`src/rtl/map_walker_pkg.sv`:
```
`default_nettype none
// ============================================================================
// Module      : map_walker_pkg
// Description : Shared project constants for the map subsystem (map
//               geometry and distance width, also used by map_rom) plus
//               the walker state encoding.
// Revision    : 1.0 - initial release
// ============================================================================
package map_walker_pkg;

    // Map geometry and fixed-point distance width shared with map_rom.
    localparam int unsigned c_map_width_bits  = 4;
    localparam int unsigned c_map_height_bits = 4;
    localparam int unsigned c_dist_bits       = 16;   // unsigned Q8.8
    localparam int unsigned c_max_steps       = 32;

    // Walker control states.
    typedef enum logic [0:0] {
        ST_IDLE = 1'b0,
        ST_WALK = 1'b1
    } walk_state_t;

    // Encoding of o_hit_side.
    localparam logic c_side_x = 1'b0;
    localparam logic c_side_y = 1'b1;

endpackage : map_walker_pkg
`default_nettype wire

```
`src/rtl/map_walker_if.sv`:
```
`default_nettype none
// ============================================================================
// Module      : map_walker_if
// Description : Request/result/map-lookup bundle of the grid walker.
//               master : requester that also serves the map lookup
//               slave  : the walker itself
//   i_start, i_col/i_row, i_step_*_neg, i_side_*, i_delta_* : start request
//   o_map_col/o_map_row -> i_map_val                         : wall lookup
//   o_busy, o_done, o_hit_*, o_timeout                       : status/result
// Revision    : 1.0 - initial release
// ============================================================================
interface map_walker_if #(
    parameter int unsigned MAP_WIDTH_BITS  = map_walker_pkg::c_map_width_bits,
    parameter int unsigned MAP_HEIGHT_BITS = map_walker_pkg::c_map_height_bits,
    parameter int unsigned DIST_BITS       = map_walker_pkg::c_dist_bits
) ();
    // Start request
    logic                       i_start;
    logic [MAP_WIDTH_BITS-1:0]  i_col;
    logic [MAP_HEIGHT_BITS-1:0] i_row;
    logic                       i_step_x_neg;
    logic                       i_step_y_neg;
    logic [DIST_BITS-1:0]       i_side_x;
    logic [DIST_BITS-1:0]       i_side_y;
    logic [DIST_BITS-1:0]       i_delta_x;
    logic [DIST_BITS-1:0]       i_delta_y;

    // Map lookup (combinational round trip through the map owner)
    logic [MAP_WIDTH_BITS-1:0]  o_map_col;
    logic [MAP_HEIGHT_BITS-1:0] o_map_row;
    logic                       i_map_val;

    // Status and result
    logic                       o_busy;
    logic                       o_done;
    logic [MAP_WIDTH_BITS-1:0]  o_hit_col;
    logic [MAP_HEIGHT_BITS-1:0] o_hit_row;
    logic                       o_hit_side;
    logic [DIST_BITS-1:0]       o_hit_dist;
    logic                       o_timeout;

    modport master (
        output i_start, i_col, i_row, i_step_x_neg, i_step_y_neg,
               i_side_x, i_side_y, i_delta_x, i_delta_y, i_map_val,
        input  o_map_col, o_map_row, o_busy, o_done,
               o_hit_col, o_hit_row, o_hit_side, o_hit_dist, o_timeout
    );

    modport slave (
        input  i_start, i_col, i_row, i_step_x_neg, i_step_y_neg,
               i_side_x, i_side_y, i_delta_x, i_delta_y, i_map_val,
        output o_map_col, o_map_row, o_busy, o_done,
               o_hit_col, o_hit_row, o_hit_side, o_hit_dist, o_timeout
    );

endinterface : map_walker_if
`default_nettype wire

```
`src/rtl/map_walker_axis.sv`:
```
`default_nettype none
// ============================================================================
// Module      : map_walker_axis
// Description : One axis of the grid walk: side-distance accumulator with
//               saturating add and an up/down cell counter that wraps
//               modulo 2^CELL_BITS.
//   i_load  : capture i_cell/i_side/i_delta/i_neg (start of a walk)
//   i_step  : move cell one place and add delta to side
//   o_cell  : current cell on this axis
//   o_side  : current side distance (value before any pending step)
// Revision    : 1.0 - initial release
// ============================================================================
module map_walker_axis #(
    parameter int unsigned CELL_BITS = map_walker_pkg::c_map_width_bits,
    parameter int unsigned DIST_BITS = map_walker_pkg::c_dist_bits
) (
    input  logic                 i_clk,
    input  logic                 i_reset,
    input  logic                 i_load,
    input  logic                 i_step,
    input  logic                 i_neg,
    input  logic [CELL_BITS-1:0] i_cell,
    input  logic [DIST_BITS-1:0] i_side,
    input  logic [DIST_BITS-1:0] i_delta,
    output logic [CELL_BITS-1:0] o_cell,
    output logic [DIST_BITS-1:0] o_side
);

    logic [CELL_BITS-1:0] r_cell;
    logic [DIST_BITS-1:0] r_side;
    logic [DIST_BITS-1:0] r_delta;
    logic                 r_neg;

    logic [DIST_BITS:0]   w_sum;
    logic [DIST_BITS-1:0] w_side_next;
    logic [CELL_BITS-1:0] w_cell_next;

    always_comb begin
        // One extra bit catches the carry; a carry pins the side at all-ones
        // so a far-away axis can never wrap round to look close again.
        w_sum       = {1'b0, r_side} + {1'b0, r_delta};
        w_side_next = w_sum[DIST_BITS] ? '1 : w_sum[DIST_BITS-1:0];
        w_cell_next = r_neg ? (r_cell - CELL_BITS'(1)) : (r_cell + CELL_BITS'(1));
    end

    always_ff @(posedge i_clk) begin
        if (i_reset) begin
            r_cell  <= '0;
            r_side  <= '0;
            r_delta <= '0;
            r_neg   <= 1'b0;
        end else if (i_load) begin
            r_cell  <= i_cell;
            r_side  <= i_side;
            r_delta <= i_delta;
            r_neg   <= i_neg;
        end else if (i_step) begin
            r_cell  <= w_cell_next;
            r_side  <= w_side_next;
        end
    end

    assign o_cell = r_cell;
    assign o_side = r_side;

endmodule : map_walker_axis
`default_nettype wire

```
`src/rtl/map_walker.sv`:
```
`default_nettype none
// ============================================================================
// Module      : map_walker
// Description : Grid (DDA) walker. After a start request it steps one cell
//               per cycle along whichever axis has the smaller side distance
//               (ties go to Y) until the map reports a wall or MAX_STEPS
//               steps have been taken, then reports the final cell, the side
//               of the last step and the distance at that step.
//   i_clk, i_reset : clock and synchronous active-high reset
//   bus (slave)    : start request, map lookup, status and result
// Revision    : 1.0 - initial release
// ============================================================================
module map_walker
    import map_walker_pkg::*;
#(
    parameter int unsigned MAP_WIDTH_BITS  = map_walker_pkg::c_map_width_bits,
    parameter int unsigned MAP_HEIGHT_BITS = map_walker_pkg::c_map_height_bits,
    parameter int unsigned DIST_BITS       = map_walker_pkg::c_dist_bits,
    parameter int unsigned MAX_STEPS       = map_walker_pkg::c_max_steps
) (
    input  logic         i_clk,
    input  logic         i_reset,
    map_walker_if.slave  bus
);

    localparam int unsigned         c_cnt_bits = $clog2(MAX_STEPS + 1);
    localparam logic [c_cnt_bits-1:0] c_max_cnt = c_cnt_bits'(MAX_STEPS);

    // ------------------------------------------------------------------
    // Registers
    // ------------------------------------------------------------------
    walk_state_t                r_state;
    logic [c_cnt_bits-1:0]      r_step_cnt;
    logic                       r_done;
    logic                       r_timeout;
    logic [MAP_WIDTH_BITS-1:0]  r_hit_col;
    logic [MAP_HEIGHT_BITS-1:0] r_hit_row;
    logic                       r_hit_side;
    logic [DIST_BITS-1:0]       r_hit_dist;

    // ------------------------------------------------------------------
    // Combinational control
    // ------------------------------------------------------------------
    walk_state_t                w_state_nxt;
    logic                       w_load;
    logic                       w_step;
    logic                       w_finish;
    logic                       w_timeout_nxt;
    logic                       w_step_x;
    logic                       w_step_y;
    logic                       w_x_closer;
    logic                       w_wall;
    logic [MAP_WIDTH_BITS-1:0]  w_cell_x;
    logic [MAP_HEIGHT_BITS-1:0] w_cell_y;
    logic [DIST_BITS-1:0]       w_side_x;
    logic [DIST_BITS-1:0]       w_side_y;

    // The start cell (counter still zero) is never treated as a wall so a
    // walk that begins inside a wall cell still leaves it.
    assign w_wall     = (r_step_cnt != '0) && bus.i_map_val;
    assign w_x_closer = (w_side_x < w_side_y);

    always_comb begin
        w_state_nxt   = r_state;
        w_load        = 1'b0;
        w_step        = 1'b0;
        w_finish      = 1'b0;
        w_timeout_nxt = 1'b0;
        case (r_state)
            ST_IDLE: begin
                if (bus.i_start) begin
                    w_load      = 1'b1;
                    w_state_nxt = ST_WALK;
                end
            end
            ST_WALK: begin
                // A wall wins over the step limit when both happen together.
                if (w_wall) begin
                    w_finish    = 1'b1;
                    w_state_nxt = ST_IDLE;
                end else if (r_step_cnt == c_max_cnt) begin
                    w_finish      = 1'b1;
                    w_timeout_nxt = 1'b1;
                    w_state_nxt   = ST_IDLE;
                end else begin
                    w_step = 1'b1;
                end
            end
            default: begin
                w_state_nxt = ST_IDLE;
            end
        endcase
    end

    assign w_step_x = w_step &&  w_x_closer;
    assign w_step_y = w_step && !w_x_closer;

    // ------------------------------------------------------------------
    // Axis datapaths
    // ------------------------------------------------------------------
    map_walker_axis #(
        .CELL_BITS (MAP_WIDTH_BITS),
        .DIST_BITS (DIST_BITS)
    ) u_axis_x (
        .i_clk   (i_clk),
        .i_reset (i_reset),
        .i_load  (w_load),
        .i_step  (w_step_x),
        .i_neg   (bus.i_step_x_neg),
        .i_cell  (bus.i_col),
        .i_side  (bus.i_side_x),
        .i_delta (bus.i_delta_x),
        .o_cell  (w_cell_x),
        .o_side  (w_side_x)
    );

    map_walker_axis #(
        .CELL_BITS (MAP_HEIGHT_BITS),
        .DIST_BITS (DIST_BITS)
    ) u_axis_y (
        .i_clk   (i_clk),
        .i_reset (i_reset),
        .i_load  (w_load),
        .i_step  (w_step_y),
        .i_neg   (bus.i_step_y_neg),
        .i_cell  (bus.i_row),
        .i_side  (bus.i_side_y),
        .i_delta (bus.i_delta_y),
        .o_cell  (w_cell_y),
        .o_side  (w_side_y)
    );

    // ------------------------------------------------------------------
    // State and result registers
    // ------------------------------------------------------------------
    always_ff @(posedge i_clk) begin
        if (i_reset) begin
            r_state    <= ST_IDLE;
            r_step_cnt <= '0;
            r_done     <= 1'b0;
            r_timeout  <= 1'b0;
            r_hit_col  <= '0;
            r_hit_row  <= '0;
            r_hit_side <= 1'b0;
            r_hit_dist <= '0;
        end else begin
            r_state <= w_state_nxt;
            r_done  <= w_finish;

            if (w_load) begin
                r_step_cnt <= '0;
                r_timeout  <= 1'b0;
            end

            // Distance and side track every step, so on a wall or timeout
            // they already describe the step that reached the final cell.
            if (w_step) begin
                r_step_cnt <= r_step_cnt + c_cnt_bits'(1);
                r_hit_dist <= w_x_closer ? w_side_x : w_side_y;
                r_hit_side <= w_x_closer ? c_side_x : c_side_y;
            end

            if (w_finish) begin
                r_hit_col <= w_cell_x;
                r_hit_row <= w_cell_y;
                r_timeout <= w_timeout_nxt;
            end
        end
    end

    // ------------------------------------------------------------------
    // Outputs
    // ------------------------------------------------------------------
    assign bus.o_map_col  = w_cell_x;
    assign bus.o_map_row  = w_cell_y;
    assign bus.o_busy     = (r_state == ST_WALK);
    assign bus.o_done     = r_done;
    assign bus.o_hit_col  = r_hit_col;
    assign bus.o_hit_row  = r_hit_row;
    assign bus.o_hit_side = r_hit_side;
    assign bus.o_hit_dist = r_hit_dist;
    assign bus.o_timeout  = r_timeout;

endmodule : map_walker
`default_nettype wire

```
`src/flat_wrapper.sv`:
```
// flat-port wrapper written by rule: the top's interface ports become plain ports
module map_walker_flat import map_walker_pkg::*;
#(
    parameter int unsigned MAP_WIDTH_BITS  = map_walker_pkg::c_map_width_bits,
    parameter int unsigned MAP_HEIGHT_BITS = map_walker_pkg::c_map_height_bits,
    parameter int unsigned DIST_BITS       = map_walker_pkg::c_dist_bits,
    parameter int unsigned MAX_STEPS       = map_walker_pkg::c_max_steps
)
  (i_clk, i_reset, bus_i_start, bus_i_col, bus_i_row, bus_i_step_x_neg, bus_i_step_y_neg, bus_i_side_x, bus_i_side_y, bus_i_delta_x, bus_i_delta_y, bus_i_map_val, bus_o_map_col, bus_o_map_row, bus_o_busy, bus_o_done, bus_o_hit_col, bus_o_hit_row, bus_o_hit_side, bus_o_hit_dist, bus_o_timeout);
  map_walker_if #(.MAP_WIDTH_BITS(MAP_WIDTH_BITS), .MAP_HEIGHT_BITS(MAP_HEIGHT_BITS), .DIST_BITS(DIST_BITS)) bus_i ();
  input  logic i_clk;
  input  logic i_reset;
  input wire logic [$bits(bus_i.i_start)-1:0] bus_i_start;
  input wire logic [$bits(bus_i.i_col)-1:0] bus_i_col;
  input wire logic [$bits(bus_i.i_row)-1:0] bus_i_row;
  input wire logic [$bits(bus_i.i_step_x_neg)-1:0] bus_i_step_x_neg;
  input wire logic [$bits(bus_i.i_step_y_neg)-1:0] bus_i_step_y_neg;
  input wire logic [$bits(bus_i.i_side_x)-1:0] bus_i_side_x;
  input wire logic [$bits(bus_i.i_side_y)-1:0] bus_i_side_y;
  input wire logic [$bits(bus_i.i_delta_x)-1:0] bus_i_delta_x;
  input wire logic [$bits(bus_i.i_delta_y)-1:0] bus_i_delta_y;
  input wire logic [$bits(bus_i.i_map_val)-1:0] bus_i_map_val;
  output wire logic [$bits(bus_i.o_map_col)-1:0] bus_o_map_col;
  output wire logic [$bits(bus_i.o_map_row)-1:0] bus_o_map_row;
  output wire logic [$bits(bus_i.o_busy)-1:0] bus_o_busy;
  output wire logic [$bits(bus_i.o_done)-1:0] bus_o_done;
  output wire logic [$bits(bus_i.o_hit_col)-1:0] bus_o_hit_col;
  output wire logic [$bits(bus_i.o_hit_row)-1:0] bus_o_hit_row;
  output wire logic [$bits(bus_i.o_hit_side)-1:0] bus_o_hit_side;
  output wire logic [$bits(bus_i.o_hit_dist)-1:0] bus_o_hit_dist;
  output wire logic [$bits(bus_i.o_timeout)-1:0] bus_o_timeout;
  assign bus_i.i_start = bus_i_start;
  assign bus_i.i_col = bus_i_col;
  assign bus_i.i_row = bus_i_row;
  assign bus_i.i_step_x_neg = bus_i_step_x_neg;
  assign bus_i.i_step_y_neg = bus_i_step_y_neg;
  assign bus_i.i_side_x = bus_i_side_x;
  assign bus_i.i_side_y = bus_i_side_y;
  assign bus_i.i_delta_x = bus_i_delta_x;
  assign bus_i.i_delta_y = bus_i_delta_y;
  assign bus_i.i_map_val = bus_i_map_val;
  assign bus_o_map_col = bus_i.o_map_col;
  assign bus_o_map_row = bus_i.o_map_row;
  assign bus_o_busy = bus_i.o_busy;
  assign bus_o_done = bus_i.o_done;
  assign bus_o_hit_col = bus_i.o_hit_col;
  assign bus_o_hit_row = bus_i.o_hit_row;
  assign bus_o_hit_side = bus_i.o_hit_side;
  assign bus_o_hit_dist = bus_i.o_hit_dist;
  assign bus_o_timeout = bus_i.o_timeout;
  map_walker #(.MAP_WIDTH_BITS(MAP_WIDTH_BITS), .MAP_HEIGHT_BITS(MAP_HEIGHT_BITS), .DIST_BITS(DIST_BITS), .MAX_STEPS(MAX_STEPS)) u_core (.i_clk(i_clk), .i_reset(i_reset), .bus(bus_i));
endmodule
```
`config.mk`:
```
export PLATFORM = sky130hd
export DESIGN_NAME = map_walker_flat
export DESIGN_NICKNAME = d
export VERILOG_FILES = /design/src/rtl/map_walker_pkg.sv /design/src/rtl/map_walker_if.sv /design/src/rtl/map_walker_axis.sv /design/src/rtl/map_walker.sv /design/src/flat_wrapper.sv
export SDC_FILE = /design/constraint.sdc
export NUM_CORES = 1
export LEC_CHECK = 0
export CAP_MARGIN = 10
export CORE_ASPECT_RATIO = 2
export CORE_MARGIN = 10
export CORE_UTILIZATION = 45
export CTS_CLUSTER_DIAMETER = 30
export DETAILED_ROUTE_END_ITERATION = 10
export GPL_ROUTABILITY_DRIVEN = 0
export PLACE_DENSITY = 0.69
export SETUP_SLACK_MARGIN = 0.15
export SYNTH_ARGS = -nofsm -noshare
export SYNTH_HDL_FRONTEND = slang
export SYNTH_HIERARCHICAL = 1
export SYNTH_SLANG_ARGS = --single-unit
```
`constraint.sdc`:
```
create_clock -name i_clk -period 3.3 [get_ports i_clk]
set_clock_uncertainty 0.15 [all_clocks]
set_input_delay 0.99 -clock i_clk [delete_from_list [all_inputs] [get_ports i_clk]]
set_output_delay 0.99 -clock i_clk [all_outputs]
set_load 0.02 [all_outputs]
```
# Word-level counts from Yosys, hierarchy flattened
# Index checks and enable logic that the tools add are counted.
# totals
regBits,108
input_bits,78
output_inout_bits,36
elab_cells,64
# op_classes
addsub,7
order_cmp,1
n_eq_ne,1
mux,29
bitwise_logic,1
n_reduce_logical,9
# op_table
cell,count
$mux 16,7
$add 16x16->17,2
$mux 4,6
$lt 16x16->1,1
$mux 1,13
$mux 6,2
$add 4x1->4 const B,2
$reduce_bool 2->1,4
$sub 4x1->4 const B,2
$add 6x1->6 const B,1
$eq 6x6->1 const B,1
$reduce_bool 6->1,1
$logic_and 1x1->1,3
$pmux 1 s2,1
$logic_not 1->1,1
$not 1->1,1

# Depth between registers and ports, before layout
# Gate-level depths: netlist (run 1).
# logic_depth
word_depth,7
mapped_depth,15
depth_no_buf,13

# Modules after synthesis
# The synthesis (run 1) kept the hierarchy.
# modules_own_cells
module,n_inst,cells_per_inst,area_per_inst_um2,seq_area_each_um2
map_walker_axis,2,288,2489.9,740.7
map_walker,1,208,1836.8,680.7

# Worst setup path before layout (run 1)
# Ideal clock, no wire load.
# synth_path
path_kind,input-to-reg
startpoint,in bus_i_map_val
endpoint,reg u_core.u_axis_x.r_side[10] (netlist: u_core/u_axis_x/o_side[10])
setup_ns,0.103
arrival_time_ns,2.898
required_ns,3.047
path_slack_ns,0.149
cell_stages,10
path_buffers,2
cell_sequence,nor2b_1 mux2i_1 or4_1 buf_2 buf_6 inv_1 clkinv_1 nand2_1 nor2_1 a2111oi_2
# synth_via
elab_chain_cells,5
# synth_lines
element,line,text
"start, declared",flat_wrapper.sv:22,input wire logic [$bits(bus_i.i_map_val)-1:0] bus_i_map_val;
$logic_and 1x1->1,map_walker.sv:60,assign w_wall = (r_step_cnt != '0) && bus.i_map_val;
$mux 1,map_walker.sv:78,if (w_wall) begin
$mux 1,map_walker.sv:69,case (r_state)
$logic_and 1x1->1,map_walker.sv:95,assign w_step_x = w_step && w_x_closer;
net u_core.w_step_x,map_walker.sv:49,logic w_step_x;
$reduce_bool 2->1 (no source line),-,
"end signal, assigned",map_walker_axis.sv:54,r_side <= i_side;
"end signal, assigned",map_walker_axis.sv:59,r_side <= w_side_next;
"end, declared",map_walker_axis.sv:30,logic [DIST_BITS-1:0] r_side;
# The timed path passes the listed nets, and every way through them passes these cells.
# A chain may end at the register's enable or synchronous reset.

# Worst setup path after layout (run 1)
# layout_path
startpoint,reg u_core.u_axis_y.r_side[0] (netlist: u_core/u_axis_y/o_side[0])
endpoint,reg u_core.u_axis_y.r_side[1] (netlist: u_core/u_axis_y/o_side[1])
# layout_via
elab_chain_cells,4
word_cells_on_any_way,8
cone_classes,1 x add/sub; 1 x order compare; 3 x mux; 3 x reduce/logical
# layout_lines
element,line
"start, declared",map_walker_axis.sv:30
"start signal, assigned",map_walker_axis.sv:54
"start signal, assigned",map_walker_axis.sv:59
$add 16x16->17 or $lt 16x16->1 (tied branches),"map_walker_axis.sv:41, map_walker.sv:61"
$mux 16 or $logic_not 1->1 (tied branches),"map_walker_axis.sv:42, map_walker.sv:96"
$mux 16 or $logic_and 1x1->1 (tied branches),"map_walker_axis.sv:57, map_walker.sv:96"
$mux 16 or $reduce_bool 2->1 (tied branches),-
# Parallel ways exist; a longest one is shown, timed or not. The select of a mux whose other input is x is not followed.

==> flow_metrics.py, run 1 <==
metrics = {
    "timing": {
        "rsz0062_at_grt": "false",
        "finalSetupViolCount": 0,
        "slew_violations": 0,
        "fmax_ghz": 0.3326,
        "finalCritPeriodShare_pct": 91.12,
        "slew-limit-headroom_pct": 31.87,
        "fin_crit_ns": 3.007,
        "hold_violations": 0,
        "tightest_slew_ns": 1.022,
        "setup_ws_ns": 0.2930,
        "setup_tns_ns": 0,
    },
    "global_routing": {
        "grt.total_usage_pct": 19.01,
        "grt_max_degree": 85,
        "grt_pass1_wl_um": 32190,
        "grt_pass1_vias": 6382,
        "met2_usage_pct": 36.53,
        "grt_use_met1_pct": 18.72,
        "met3_usage_pct": 3.096,
        "grt_busiest_layer": "met2",
        "grt_antenna_before_repair": 0,
        "grt_overflow": 0,
    },
    "yosys": {
        "synth-edff-count": 0,
        "synth-seq-cells": 108,
        "synth_mux_area_share_pct": 6.626,
        "syn-cell-area_sq_um": 6817,
        "synth_ff_type": "dfxtp_1",
        "ys_seq_area_share_pct": 31.72,
        "synth.distinct_cells": 71,
        "synth-simple-area-share_pct": 17.86,
        "avgSynthCellArea_sq_um": 8.695,
        "synth_top_cell_area_share_pct": 31.72,
        "yosys-top-cells-area": "dfxtp_1 32%, ha_1 9.7%, nor2_1 8.4%",
        "yosysTopAreaCell": "dfxtp_1",
        "synth-compound-area-share_pct": 22.27,
        "syn_inst": 784,
        "synthesis.nets": 919,
        "synthXorXnorAreaFrac_pct": 4.112,
        "async_flop_share_pct": 0,
        "synth_top_family_by_area": "compound AO/OA/AOI/OAI gates",
        "synth_warnings": 6,
        "synth_fa_ha_area_share_pct": 10.90,
    },
    "min_path": {
        "hp-class": "reg2reg",
        "worstHoldStart": "u_core/bus.o_timeout",
        "min_to": "u_core/bus.o_timeout",
        "holdPathStages": 2,
    },
    "setup_path": {
        "setup.worst_path.end_class": "flip-flop",
        "worst-path-buf-inv": 1,
        "crit_fanout": 9,
        "reg2reg_depth": 9,
        "worstPathArrival_ns": 3.04,
        "worstPathCellList": "ha_1, fa_1, a21oi_1, o211ai_2, a2111oi_4, o21ai_2, buf_4, o31ai_1, a21oi_1",
        "r2r_end": "u_core/u_axis_y/o_side[1]",
        "cp_slowest_stage_delay_ns": 0.45,
        "path_depth": 9,
        "worst_path_most_repeated_cell": "a21oi_1",
        "regToRegStartpoint": "u_core/u_axis_y/o_side[0]",
        "required_ns": 3.33,
        "path_class": "reg2reg",
        "regToRegSetupSlack_ns": 0.29,
        "worstSetupStartpointType": "flip-flop",
        "cp_slowest_cell": "a2111oi_4",
        "cp_top_family": "compound AO/OA/AOI/OAI gates",
    },
    "floorplan": {
        "start_util_pct": 46.00,
        "core_sq_um": 14820,
        "std_cell_rows": 63,
        "die_area_sq_um": 20770,
        "die-height_um": 194.1,
        "fp.dieW_um": 107.0,
        "ios": 114,
    },
    "run_status": {
        "outcome": "finished clean",
    },
    "layout": {
        "drive_above_1_share_pct": 13.05,
        "nets": 1042,
        "utilization_pct": 58.08,
        "multi_input_area_sq_um": 4258,
        "fill_cells": 1409,
        "insertedDiodeCount": 0,
        "final_cells": 1107,
        "regArea_sq_um": 2165,
        "area_delta_synth_final_pct": 26.27,
    },
    "placed_design": {
        "place_hpwl_um": 15740,
        "dp.cells": 1091,
        "placement.io_buffers": 113,
        "pre_cts_slack_ns": -0.1131,
    },
    "route": {
        "drc": 0,
        "drt_iter0_drc": 275,
        "via_count": 6218,
        "post_drt_via_cell_ratio": 5.617,
        "wl_per_cell_um": 17.95,
        "ant_nets": 0,
        "wl_um": 19870,
        "first_pass_iters": 5,
    },
    "clock_network": {
        "cts_sinks": 108,
        "htree_levels": 3,
        "cts.clk_slew.worst_paths_ns": 0.07,
        "cts_tree": "built",
        "cts_setup_buffers": 0,
        "root_buffer": "clkbuf_16",
        "cts.path.max_buffers": 2,
        "clk_latency_ns": 0.35,
        "cts_buffers": 9,
    },
    "power": {
        "leakage_nw": 3.581,
        "ir_drop_mv": 0.3446,
        "power.density_nw_per_um2": 521.1,
        "power.total_mw": 4.485,
    },
    "job": {
        "cap_violations": 0,
    },
}
where the power goes:
| group | switching [mW] | internal, mW | total (mW) |
|---|---|---|---|
| sequential | 0.160 | 1.46 | 1.62 |
| combinational | 0.926 | 0.793 | 1.72 |
| clock | 0.507 | 0.637 | 1.14 |
| total | 1.59 | 2.89 | 4.49 |
state kept, by name, summed over array words and instances, names as in the netlist, 4 cells and up:
name	cells
u_core/bus.o_hit_dist	16
u_core/u_axis_x/o_side	16
u_core/u_axis_y/r_delta	16
u_core/u_axis_y/o_side	16
u_core/u_axis_x/o_cell	4
u_core/u_axis_y/o_cell	4
u_core/r_step_cnt	6
u_core/bus.o_hit_row	4
u_core/bus.o_hit_col	4
u_core/u_axis_x/r_delta	16
final cells by class:
type,instances,area share (%)
multi-input cells,591,49.47
flip-flops and latches,108,25.15
repair buffers,152,16.95
clock buffers,12,2.980
well taps,195,2.835
inverters,45,1.962
clock inverters,4,0.6542
layout by cell type (no fill, tap or decap), drive strengths merged, types with 5 or more instances in the layout:
cell | Yosys | layout
mux2i | 44 | 44
o221a | 16 | 16
dfxtp | 108 | 108
a21oi | 47 | 47
clkbuf | 24 | 12
nor3 | 31 | 31
and3 | 5 | 5
a211oi | 12 | 12
o21ai | 26 | 26
xor2 | 12 | 12
ha | 53 | 53
a2111oi | 19 | 19
nor2 | 155 | 155
clkdlybuf4s50 | 0 | 112
or3 | 6 | 6
buf | 16 | 40
nand2 | 35 | 35
nand3 | 12 | 12
nor2b | 7 | 7
o31ai | 7 | 7
o211ai | 9 | 9
o21a | 6 | 6
a21o | 13 | 13
inv | 43 | 44
xnor2 | 20 | 20
metal layers:
layer | share of wire, % | up-vias
li1 | - | 3060
met1 | 36 | 2943
met2 | 56 | 170
met3 | 3.9 | 45
met4 | 3.6 | 0
met5 | 0 | -
cells in the mapped netlist, types with 3 or more instances:
cell type,n
nand2_1,33
o21ai_0,24
ha_1,53
o221a_2,7
a211oi_1,12
a2111oi_2,16
fa_1,4
or3_1,6
a21o_1,11
clkbuf_8,6
nand3_1,12
o221a_1,9
a211o_1,3
buf_6,5
and3_1,3
a41oi_1,3
inv_1,43
buf_1,3
nor2_1,153
nor3_1,31
o31ai_1,6
o211ai_1,7
xor2_1,12
clkbuf_1,16
buf_4,6
a21oi_1,45
o21a_1,6
dfxtp_1,108
nor2b_1,7
xnor2_1,20
nand4_1,4
mux2i_1,44
tightest hold or removal path, cell delays in order, from the launching register on:
cell and delay (ns):
dfxtp_1 0.32, nand2_1 0.06, a21oi_1 0.05
metrics by stage:
step / hold slack [ns] / area [sq um]
2_1_floorplan: 0.3143 / 6819
3_3_place_gp: 0.3189 / 8254
3_5_place_dp: 0.3176 / 8254
4_1_cts: 0.3279 / 8569
5_1_grt: 0.3670 / 8607
6_report: 0.3285 / 8607
what timing repair did:
| action | 4_1_cts | 5_1_grt |
|---|---|---|
| setup endpoints to repair | 1 | 26 |
| resized for setup | 1 | 10 |
| hold buffers | 0 | 0 |
| gates cloned | 0 | 0 |
how the worst max path moves through the flow:
stage / slack, ns / startpoint / endpoint
after CTS: 0.17 / u_core/u_axis_y/o_side[5] / u_core/u_axis_x/o_side[7]
after global placement: -0.10 / bus_i_map_val / u_core/u_axis_x/o_side[9]
final: 0.29 / u_core/u_axis_y/o_side[0] / u_core/u_axis_y/o_side[1]
after global routing: 0.15 / u_core/u_axis_y/o_side[1] / u_core/u_axis_x/o_side[9]
after floorplan: 0.18 / bus_i_map_val / u_core/u_axis_x/o_side[10]
after detailed placement: -0.11 / bus_i_map_val / u_core/u_axis_x/o_side[6]
kinds of logic after synthesis:
family,Yosys count
simple gates,271
compound gates,186
flops,108
buf+inv,85
fa+ha+maj,57
mux,45
xor+xnor,32
No activity file was read; power rests on OpenSTA's default activity.
==> run 2, diff against run 1 <==
--- a/config.mk
+++ b/config.mk
@@ -14,6 +14,7 @@
 export GPL_ROUTABILITY_DRIVEN = 0
 export PLACE_DENSITY = 0.69
 export SETUP_SLACK_MARGIN = 0.15
+export SLEW_MARGIN = 25
 export SYNTH_ARGS = -nofsm -noshare
 export SYNTH_HDL_FRONTEND = slang
 export SYNTH_HIERARCHICAL = 1
==> results of run 2 <==
Same layout as run 1: the final DEF is identical, and so are final timing and power.
==> run 3, diff against run 2 <==
--- a/config.mk
+++ b/config.mk
@@ -12,6 +12,7 @@
 export CTS_CLUSTER_DIAMETER = 30
 export DETAILED_ROUTE_END_ITERATION = 10
 export GPL_ROUTABILITY_DRIVEN = 0
+export GPL_TIMING_DRIVEN = 0
 export PLACE_DENSITY = 0.69
 export SETUP_SLACK_MARGIN = 0.15
 export SLEW_MARGIN = 25
==> run 3 against run 2 <==
Effect of this change:
- design area is 3.9% higher
- combinational power is 12% higher
- maximum frequency is 4.0% lower
- clock power hardly changed
- via count is 2.3% higher
- die area stayed put
- power is 4.9% higher
- sequential share of layout area is 0.59 points lower
- first-iteration DRC count is 21% lower
- critical path depth is 2 higher
- worst hold slack worse by 0.0035 ns
- critical endpoint is now u_core/u_axis_x/o_side[15]
==> flow_metrics.py, run 3 (synthesis gave the netlist of run 1 again) <==
metrics = {
    "job": {
        "cap_violations": 0,
    },
    "placed_design": {
        "place_hpwl_um": 17030,
        "placement.io_buffers": 112,
        "dp.cells": 1091,
    },
    "setup_path": {
        "required_ns": 3.38,
        "path_class": "in2reg",
        "reg2reg_depth": 13,
        "regToRegSetupSlack_ns": 0.20,
        "crit_fanout": 8,
        "worstSetupStartpointType": "primary input",
        "worstPathArrival_ns": 3.21,
        "setup.worst_path.end_class": "flip-flop",
    },
    "global_routing": {
        "grt_overflow": 0,
        "grt_pass1_wl_um": 34100,
        "grt_antenna_before_repair": 0,
        "grt_max_degree": 19,
        "grt.total_usage_pct": 20.35,
        "grt_pass1_vias": 6663,
    },
    "clock_network": {
        "root_buffer": "clkbuf_16",
        "cts.path.max_buffers": 2,
        "clk_latency_ns": 0.35,
        "cts.clk_slew.worst_paths_ns": 0.08,
        "cts_sinks": 108,
        "cts_buffers": 9,
        "htree_levels": 3,
        "cts_tree": "built",
    },
    "layout": {
        "utilization_pct": 60.33,
        "drive_above_1_share_pct": 17.06,
        "final_cell_mix": "151 x nor2_1, 111 x clkdlybuf4s50_1, 93 x dfxtp_1",
        "fill_cells": 1387,
        "area_delta_synth_final_pct": 31.15,
        "final_cells": 1127,
        "nets": 1062,
        "final_common_cell": "nor2_1",
        "insertedDiodeCount": 0,
    },
    "floorplan": {
        "std_cell_rows": 63,
        "core_sq_um": 14820,
        "ios": 114,
        "fp.dieW_um": 107.0,
        "die-height_um": 194.1,
        "start_util_pct": 46.00,
        "die_area_sq_um": 20770,
    },
    "timing": {
        "fmax_ghz": 0.3193,
        "slew-limit-headroom_pct": 48.74,
        "fin_crit_ns": 3.132,
        "finalCritPeriodShare_pct": 94.91,
        "setup_tns_ns": 0,
        "rsz0062_at_grt": "true",
        "tightest_slew_ns": 0.7690,
        "hold_violations": 0,
        "whs_ns": 0.3250,
        "slew_violations": 0,
        "finalSetupViolCount": 0,
    },
    "route": {
        "wl_per_cell_um": 19.20,
        "via_count": 6363,
        "wl_um": 21640,
        "post_drt_via_cell_ratio": 5.646,
        "first_pass_iters": 6,
        "drt_iter0_drc": 216,
        "drc": 0,
        "ant_nets": 0,
    },
    "power": {
        "power.total_mw": 4.705,
        "power.density_nw_per_um2": 526.3,
        "ir_drop_mv": 0.3282,
        "leakage_nw": 3.651,
    },
    "run_status": {
        "outcome": "finished clean",
    },
    "min_path": {
        "hp-class": "reg2reg",
        "holdPathStages": 2,
    },
}
run 3: final cells by class:
cell class | count | area (sq um) | area share (%)
buffer | 40 | 304.0 | 3.401
tap | 195 | 244.0 | 2.729
timing repair inverter | 1 | 6.256 | 0.06998
inverter | 45 | 182.7 | 2.043
multi-input combinational | 592 | 4429 | 49.55
clock buffer | 10 | 239.0 | 2.673
sequential | 108 | 2196 | 24.56
clock inverter | 6 | 70.07 | 0.7838
timing repair buffer | 130 | 1269 | 14.19
run 3: worst paths after layout:
path                               from                    endpoint
max                       bus_i_map_val  u_core/u_axis_x/o_side[15]
min                u_core/bus.o_timeout        u_core/bus.o_timeout
max reg2reg  u_core/u_axis_y/o_side[14]  u_core/u_axis_x/o_side[13]
min reg2reg        u_core/bus.o_timeout        u_core/bus.o_timeout
run 3: report_power, final:
part | internal (mW) | total (mW) | leakage, nW | switching (mW)
Sequential | 1.47 | 1.65 | 0.895 | 0.183
Clock | 0.617 | 1.14 | 0.153 | 0.519
Combinational | 0.895 | 1.92 | 2.60 | 1.02
run 3: worst max-delay path, cell delays in order:
cell,delay [ns]
dlygate4sd2_1,0.27
nor2b_2,0.18
mux2i_4,0.12
or4_1,0.54
buf_6,0.15
buf_8,0.13
clkinvlp_4,0.21
buf_6,0.17
nand3_1,0.10
a211oi_2,0.23
o32ai_1,0.11
run 3: repair_timing:
action	CTS	global route
hold buffers	0	0
gates cloned	3	0
pin swaps	5	13
gates resized for setup	35	47
setup buffers	8	9
endpoints found under the setup margin	53	50
run 3: routing by layer:
layer  part of all wire [%]  track usage (%)
met2                     57            40.05
met3                    3.4            3.229
met5                      0                0
met4                    4.8            11.36
met1                     34            18.45
run 3: metrics by stage:
step | setup slack [ns] | cell area [sq um]
global route | 0.08161 | 8940
finish | 0.1680 | 8940
global placement | -0.8423 | 8184
CTS | 0.1345 | 8698
floorplan | 0.1843 | 6819
detailed placement | -0.8615 | 8184
